===== src/rtl/register_file.sv =====
// Architectural register file with per-register rename tags.
// Zero-cycle operand lookup with rename and commit bypass.
module register_file #(
   parameter int REG_WIDTH    = 5,
   parameter int EX_REG_WIDTH = 6,
   parameter int NON_REG      = 32,
   parameter int RoB_WIDTH    = 4,
   parameter int EX_RoB_WIDTH = 5,
   parameter int NON_DEP      = 16
) (
   input  logic                    Sys_clk,
   input  logic                    Sys_rst_n,
   input  logic                    Sys_rdy,
   input  logic [EX_REG_WIDTH-1:0] DPRF_rs1,
   input  logic [EX_REG_WIDTH-1:0] DPRF_rs2,
   output logic [EX_RoB_WIDTH-1:0] RFDP_Qj,
   output logic [EX_RoB_WIDTH-1:0] RFDP_Qk,
   output logic [31:0]             RFDP_Vj,
   output logic [31:0]             RFDP_Vk,
   input  logic                    DPRF_en,
   input  logic [EX_REG_WIDTH-1:0] DPRF_rd,
   input  logic [RoB_WIDTH-1:0]    DPRF_RoB_index,
   input  logic                    RoBRF_en,
   input  logic [EX_REG_WIDTH-1:0] RoBRF_rd,
   input  logic [RoB_WIDTH-1:0]    RoBRF_RoB_index,
   input  logic [31:0]             RoBRF_value,
   input  logic                    RoBRF_pre_judge
);

   localparam int NREGS = 1 << REG_WIDTH;
   localparam logic [EX_REG_WIDTH-1:0] NOREG = EX_REG_WIDTH'(NON_REG);
   localparam logic [EX_RoB_WIDTH-1:0] NODEP = EX_RoB_WIDTH'(NON_DEP);

   logic [31:0]             value [NREGS];
   logic [EX_RoB_WIDTH-1:0] tag   [NREGS];

   logic [EX_RoB_WIDTH-1:0] rename_tag;
   logic [EX_RoB_WIDTH-1:0] commit_tag;
   logic [REG_WIDTH-1:0]    rename_idx;
   logic [REG_WIDTH-1:0]    commit_idx;
   logic                    rename_ok;
   logic                    commit_ok;

   assign rename_tag = {1'b0, DPRF_RoB_index};
   assign commit_tag = {1'b0, RoBRF_RoB_index};
   assign rename_idx = DPRF_rd[REG_WIDTH-1:0];
   assign commit_idx = RoBRF_rd[REG_WIDTH-1:0];

   // indices at or above NON_REG never name a real register
   assign rename_ok = DPRF_en && RoBRF_pre_judge
                   && DPRF_rd < NOREG && DPRF_rd != '0;
   assign commit_ok = RoBRF_en
                   && RoBRF_rd < NOREG && RoBRF_rd != '0;

   function automatic logic [EX_RoB_WIDTH+31:0] lookup(
      input logic [EX_REG_WIDTH-1:0] rs
   );
      logic [REG_WIDTH-1:0] r;
      logic                 hit;
      r   = rs[REG_WIDTH-1:0];
      hit = RoBRF_en && RoBRF_rd == rs && tag[r] == commit_tag;
      if (rs >= NOREG || rs == '0)
         lookup = {NODEP, 32'h0};
      else if (!RoBRF_pre_judge)
         lookup = {NODEP, hit ? RoBRF_value : value[r]};
      else if (DPRF_en && DPRF_rd == rs)
         lookup = {rename_tag, 32'h0};
      else if (hit)
         lookup = {NODEP, RoBRF_value};
      else
         lookup = {tag[r], value[r]};
   endfunction

   always_comb begin
      {RFDP_Qj, RFDP_Vj} = lookup(DPRF_rs1);
      {RFDP_Qk, RFDP_Vk} = lookup(DPRF_rs2);
   end

   always_ff @(posedge Sys_clk or negedge Sys_rst_n) begin
      if (!Sys_rst_n) begin
         for (int i = 0; i < NREGS; i++) begin
            value[i] <= '0;
            tag[i]   <= NODEP;
         end
      end else if (Sys_rdy) begin
         if (commit_ok)
            value[commit_idx] <= RoBRF_value;
         if (!RoBRF_pre_judge) begin
            for (int i = 0; i < NREGS; i++)
               tag[i] <= NODEP;
         end else begin
            // a younger rename owns the tag; clear only on match
            if (commit_ok && tag[commit_idx] == commit_tag)
               tag[commit_idx] <= NODEP;
            if (rename_ok)
               tag[rename_idx] <= rename_tag;
         end
      end
   end

endmodule

===== config.mk =====
export PLATFORM = sky130hd
export DESIGN_NAME = register_file
export DESIGN_NICKNAME = d
export VERILOG_FILES = /design/src/rtl/register_file.sv
export SDC_FILE = /design/constraint.sdc
export NUM_CORES = 2
export LEC_CHECK = 0
export ABC_AREA = 1
export BUFFER_PORTS_ARGS = -buffer_cell sky130_fd_sc_hd__clkbuf_2
export CORE_ASPECT_RATIO = 0.6
export CORE_UTILIZATION = 41
export CTS_CLUSTER_DIAMETER = 100
export CTS_CLUSTER_SIZE = 28
export DETAILED_ROUTE_END_ITERATION = 8
export PLACE_DENSITY = 0.56
export SLEW_MARGIN = 25
export SYNTH_ARGS = -nofsm -noshare
export SYNTH_HDL_FRONTEND = slang
export SYNTH_SLANG_ARGS = --single-unit

===== constraint.sdc =====
create_clock -name Sys_clk -period 2.5 [get_ports Sys_clk]
set_clock_uncertainty 0.05 [all_clocks]
set_input_delay 0.125 -clock Sys_clk [delete_from_list [all_inputs] [get_ports Sys_clk]]
set_output_delay 0.125 -clock Sys_clk [all_outputs]
set_load 0.02 [all_outputs]

---- Word level (Yosys, flattened, before mapping) ----
Index checks and enable logic that the tools add are counted.
operators by class
  order comparisons ....................... 10
  equal/unequal tests ..................... 7
  muxes and demuxes ....................... 38
  bitwise logic cells ..................... 7
  reductions and logical operators ........ 21
operator list
  cell                                                                  count
  1024-bit bitwise mux                                                  1
  160-bit 2-to-1 mux                                                    5
  32-bit binary-select mux with 5-bit select                            2
  37-bit 2-to-1 mux                                                     8
  32-bit 2-to-1 mux                                                     7
  160-bit bitwise mux                                                   1
  32-bit demux with 5-bit select                                        1
  128-bit bitwise AND                                                   1
  128-bit NOT                                                           1
  5-bit binary-select mux with 5-bit select                             3
  5-bit demux with 5-bit select                                         2
  5-bit 2-to-1 mux                                                      8
  6-bit greater-or-equal comparator, second input constant              6
  32-bit OR                                                             1
  6-bit equality test                                                   4
  5-bit NOT with 6-bit output                                           4
  5-bit by 4-bit equality test with 1-bit output                        3
  1-bit logical AND                                                     14
  6-bit logical NOT                                                     2
  6-bit by 1-bit < comparator with 1-bit output, second input constant  2
  6-bit < comparator, second input constant                             2
  6-bit nonzero test                                                    2
  1-bit logical OR                                                      2
  2-bit AND reduction                                                   1
word-level totals
  bits in registers ....................... 1184
  bits of input ports ..................... 70
  word-level logic and storage cells ...... 147

---- Depth between registers and ports, before layout ----
  depth after elaboration ................. 13
  mapped depth ............................ 21
  gate-level depth less buffers ........... 17

---- Least setup slack after synthesis ----
Ideal clock, no wire load.
  path type ............................... input to output
  from .................................... input RoBRF_rd[1]
  to ...................................... output RFDP_Vk[10]
  data arrival time ....................... 2.087 ns
  required time ........................... 2.325 ns
  setup slack ............................. 0.238 ns
  stages on the path ...................... 13
  buffers on the path ..................... 4
  cell sequence ........................... buf_2 > buf_2 > buf_1 > a221oi_1 > nand3_1 > inv_1 > nand2_1 > nor2_1 > nand3_1 > nor2_2 > buf_4 > nor2_1 > nor2_1
between the ends
  cells in the longest elaborated chain, start to end .. 7
RTL lines
  item                               line  source
  from (decl)                        24    input logic [EX_REG_WIDTH-1:0] RoBRF_rd,
  6-bit equality test *              61    hit = RoBRF_en && RoBRF_rd == rs && tag[r] == commit_tag;
  1-bit logical AND * (2 in series)  61
  37-bit 2-to-1 mux                  68    else if (hit)
  37-bit 2-to-1 mux                  66    else if (DPRF_en && DPRF_rd == rs)
  37-bit 2-to-1 mux *                64    else if (!RoBRF_pre_judge)
  37-bit 2-to-1 mux *                62    if (rs >= NOREG || rs == '0)
  to (decl)                          19    output logic [31:0] RFDP_Vk,
Every way passes the cells marked *; elsewhere a longest branch is shown, timed or not.

---- Final worst setup path ----
  from .................................... register tag[49] (netlist bit)
  to ...................................... output RFDP_Vj[14]
between the ends
  cells in the longest elaborated chain, start to end .. 9
RTL lines
  item                                                    line  source
  from (decl)                                             35    logic [EX_RoB_WIDTH-1:0] tag [NREGS];
  from (signal, indexed assignment)                       96    tag[rename_idx] <= rename_tag;
  5-bit binary-select mux with 5-bit select *             61
  5-bit 2-to-1 mux (not written as such) * (2 in series)  61
  5-bit by 4-bit equality test with 1-bit output *        61
  1-bit logical AND *                                     61
  37-bit 2-to-1 mux                                       68
  37-bit 2-to-1 mux                                       66
  37-bit 2-to-1 mux *                                     64
  37-bit 2-to-1 mux *                                     62
  to (decl)                                               18    output logic [31:0] RFDP_Vj,
Every way passes the cells marked *; elsewhere a longest branch is shown, timed or not. The select of a mux whose other input is x is not followed.

==> results.toml <==
[worst_setup_path]
path_cells = "inv_4 -> buf_6 -> o21ai_2 -> nand4_1 -> nand3_1 -> nand3_2 -> nand2_4 -> nor2_4 -> buf_6 -> nand3_4 -> buf_12 -> nand2_2 -> inv_2 -> nor2_4 -> buf_4 -> clkbuf_2"
worstSetupStartpointType = "register"
required_ns = 2.33
endpoint_kind = "primary output"
crit_arrival_ns = 3.45
path_class = "register to primary output"
critPathMaxStageDelay_ns = 0.57
path_max_fanout = 14
crit_path_top_delay_cell = "dfstp_2"

[pwr]
p_int_mw = 29.38
clkPwrFrac = 0.244
p_leak_nw = 41.22
switching_power_mw = 16.27
vdd_ir_drop_max_mv = 0.6384
p_sw_frac = 0.3564
power.density_nw_per_um2 = 518.4
combinationalPowerShare = 0.264
power.share.sequential = 0.493

[yosys]
synthTopCellsByArea = "dfrtp_1 (40%), nand2_1 (12%), o21ai_0 (11%)"
syn-cell-area_um2 = 72320
synth_edf_count = 0
syn_nets = 10446
ys_warn_count = 0
synth_cells = 10376
synth_commonest_cells = "nand2_1 (2321), o21ai_0 (1552), a21oi_1 (1250)"
syn_avg_cell_area_um2 = 6.970
yosysSeqAreaShare = 0.4102
synth_cell_types = 49
synth_top_area_share = 0.3986
synth_async_sr_flop_share = 1.000
ys_ff_latch = 1184
yosysTopAreaCell = "dfrtp_1"
synth_ff_type = "dfrtp_1"
post-synth-top-count-cell = "nand2_1"

[global_route]
grt_pass1_wl_um = 521300
gr-total-overflow = 0
grt_start_max_net_pins = 171
antenna_found_initial = 12
grt_usage = 0.4000
first_global_vias = 72045

[run]
maxCapViolCount = 0

[detailed_routing]
first_iter_violations = 12907
wl_per_cell_um = 27.56
vias = 78798
wirelength_um = 361700
postRouteAntennaNets = 0
drt_pre_antenna_iters = 7
route.detailed.drc = 0
vias_per_cell = 6.004

[clock_network]
cts-root-buf = "clkbuf_16"
cts_num_sinks = 1184
clk_latency_ns = 0.78
tritoncts = "done"
cts_buffer_depth = 3
cts.htree.levels = 2
clkTransAtPathRegs_ns = 0.12
numCtsBuffers = 51

[cells_and_area]
fin_nets = 10832
drive_gt1_frac = 0.1711
instances_no_fill = 13124
fillers = 17198
area_growth_syn_to_layout_pct = 21.75
utilization = 0.5067
stdcell_area_um2 = 88050

[floorplan]
core_area_um2 = 173800
die_area_um2 = 178100
fp.dieW_um = 544.2
die_y_um = 327.3
ios = 144
fp-row-count = 118
start_util = 0.4162

[timing]
period_share = 1.452
period_needed_ns = 3.629
hold_viol = 0
relSlewSlack = 0.2945
final.setup.worst_slack_ns = -1.129
fmax_mhz = 275.6
slew_viol_final = 0
worst_pin_slew_ns = 1.053
rsz0062_at_grt = "yes"
setup_viol = 226

[outcome]
violations = "setup timing"
status = "finished, violations left"

[placement]
dp_slack_ns = -0.7850
dp_hpwl_um = 244400
gp_congestion = 1.048
placed_area_um2 = 83000
io_buffers = 143
place_inst = 12962

[hold_path]
hp-class = "input pin to register"
## state kept, by name (all words and copies together) (netlist names)
signal and cells:
value 1024, tag 160
## cell type report
class | count | area (um^2) | area share
diodes | 2 | 5.005 | 0.00005684
clock buffers | 63 | 1364 | 0.01549
clock inverters | 10 | 135.1 | 0.001535
inverters | 888 | 3410 | 0.03872
multi-input cells | 7368 | 37040 | 0.4207
flip-flops and latches | 1184 | 29680 | 0.3370
well taps | 2340 | 2928 | 0.03325
repair buffers | 1269 | 13490 | 0.1532
## routing by layer
| metal | GRT usage | share of wire |
|---|---|---|
| met5 | 0 | 0.000022 |
| met4 | 0.1517 | 0.042 |
| met3 | 0.1252 | 0.14 |
| met2 | 0.5299 | 0.38 |
| met1 | 0.5958 | 0.44 |
## worst paths after layout
path | startpoint | endpoint | slack (ns) | cells past startpoint
setup / recovery | tag[49]$_DFFE_PN1P_ | RFDP_Vj[14] | -1.13 | 16
hold / removal | DPRF_RoB_index[2] | tag[112]$_DFFE_PN0P_ | 0.07 | 6
setup reg to reg | tag[1]$_DFFE_PN0P_ | tag[94]$_DFFE_PN1P_ | -0.17 | 21
hold reg to reg | value[1020]$_DFFE_PN0P_ | value[1020]$_DFFE_PN0P_ | 0.34 | 0
max in group asynchronous | Sys_rst_n | value[949]$_DFFE_PN0P_ | 1.51 | 4
min in group asynchronous | Sys_rst_n | tag[121]$_DFFE_PN0P_ | 0.19 | 3
## power by group through the flow
stage               clock [mW]  combinational [mW]  sequential [mW]
detailed placement           0                10.9             22.8
floorplan                    0                6.19             22.5
CTS                       11.3                11.5             22.4
finish                    11.1                12.0             22.5
global route              11.8                13.0             22.7
global placement             0                10.8             22.7
## stage by stage
stage | total power, mW | hold WS, ns | TNS [ns]
after global routing | 47.51 | 0.09051 | -106.14
after global placement | 33.48 | 0.09765 | -282.39
after CTS | 45.19 | 0.01062 | -83.06
after floorplan | 28.67 | -0.2206 | 0
after detailed placement | 33.70 | 0.06561 | -286.44
final | 45.64 | 0.06663 | -87.85
## critical path, delay by kind of cell, from the launching register on
family | cells | cell delay, ns
compound gates | 1 | 0.13
simple gates | 8 | 1.17
flops | 1 | 0.57
buf+inv | 7 | 0.79
## kinds of logic after synthesis
group                  count (synthesis)  synth area share
AO/OA/AOI/OAI                       3323            0.2467
XOR/XNOR                               2         0.0002423
buffers and inverters               1824            0.1023
flip-flops                          1184            0.4102
multiplexers                          46          0.007162
AND/OR/NAND/NOR                     3997            0.2334
## cells in the final DEF (no fill, tap or decap), types with 31 or more instances in the layout
cell / Yosys / final
nand4_1: 74 / 74
a211oi_1: 103 / 103
clkbuf_2: 0 / 59
nand2_2: 4 / 94
o21ai_1: 75 / 83
dfstp_2: 32 / 32
nand4_4: 30 / 31
clkbuf_16: 0 / 53
nand2_4: 0 / 44
inv_1: 866 / 818
buf_4: 28 / 792
buf_12: 3 / 247
nor2_1: 891 / 795
nor2_2: 22 / 33
nand3_2: 2 / 48
inv_2: 15 / 47
dfrtp_1: 1152 / 1146
mux2_2: 42 / 42
a21oi_1: 1250 / 1235
o21ai_0: 1552 / 1541
nand3_1: 603 / 546
buf_6: 8 / 65
o211ai_1: 157 / 157
o311ai_0: 116 / 116
dlygate4sd3_1: 0 / 33
nor2_4: 3 / 88
buf_8: 0 / 38
nand2_1: 2321 / 2186
## what timing repair did
action | 4_1_cts | 5_1_grt
hold buffers | 34 | 0
setup endpoints to repair | 229 | 229
pin swaps | 91 | 107
hold endpoints to repair | 1647 | 0
gates resized for setup | 489 | 257
buffers inserted | 59 | 18
cloned | 9 | 0
No activity file was read; power rests on OpenSTA's default activity.
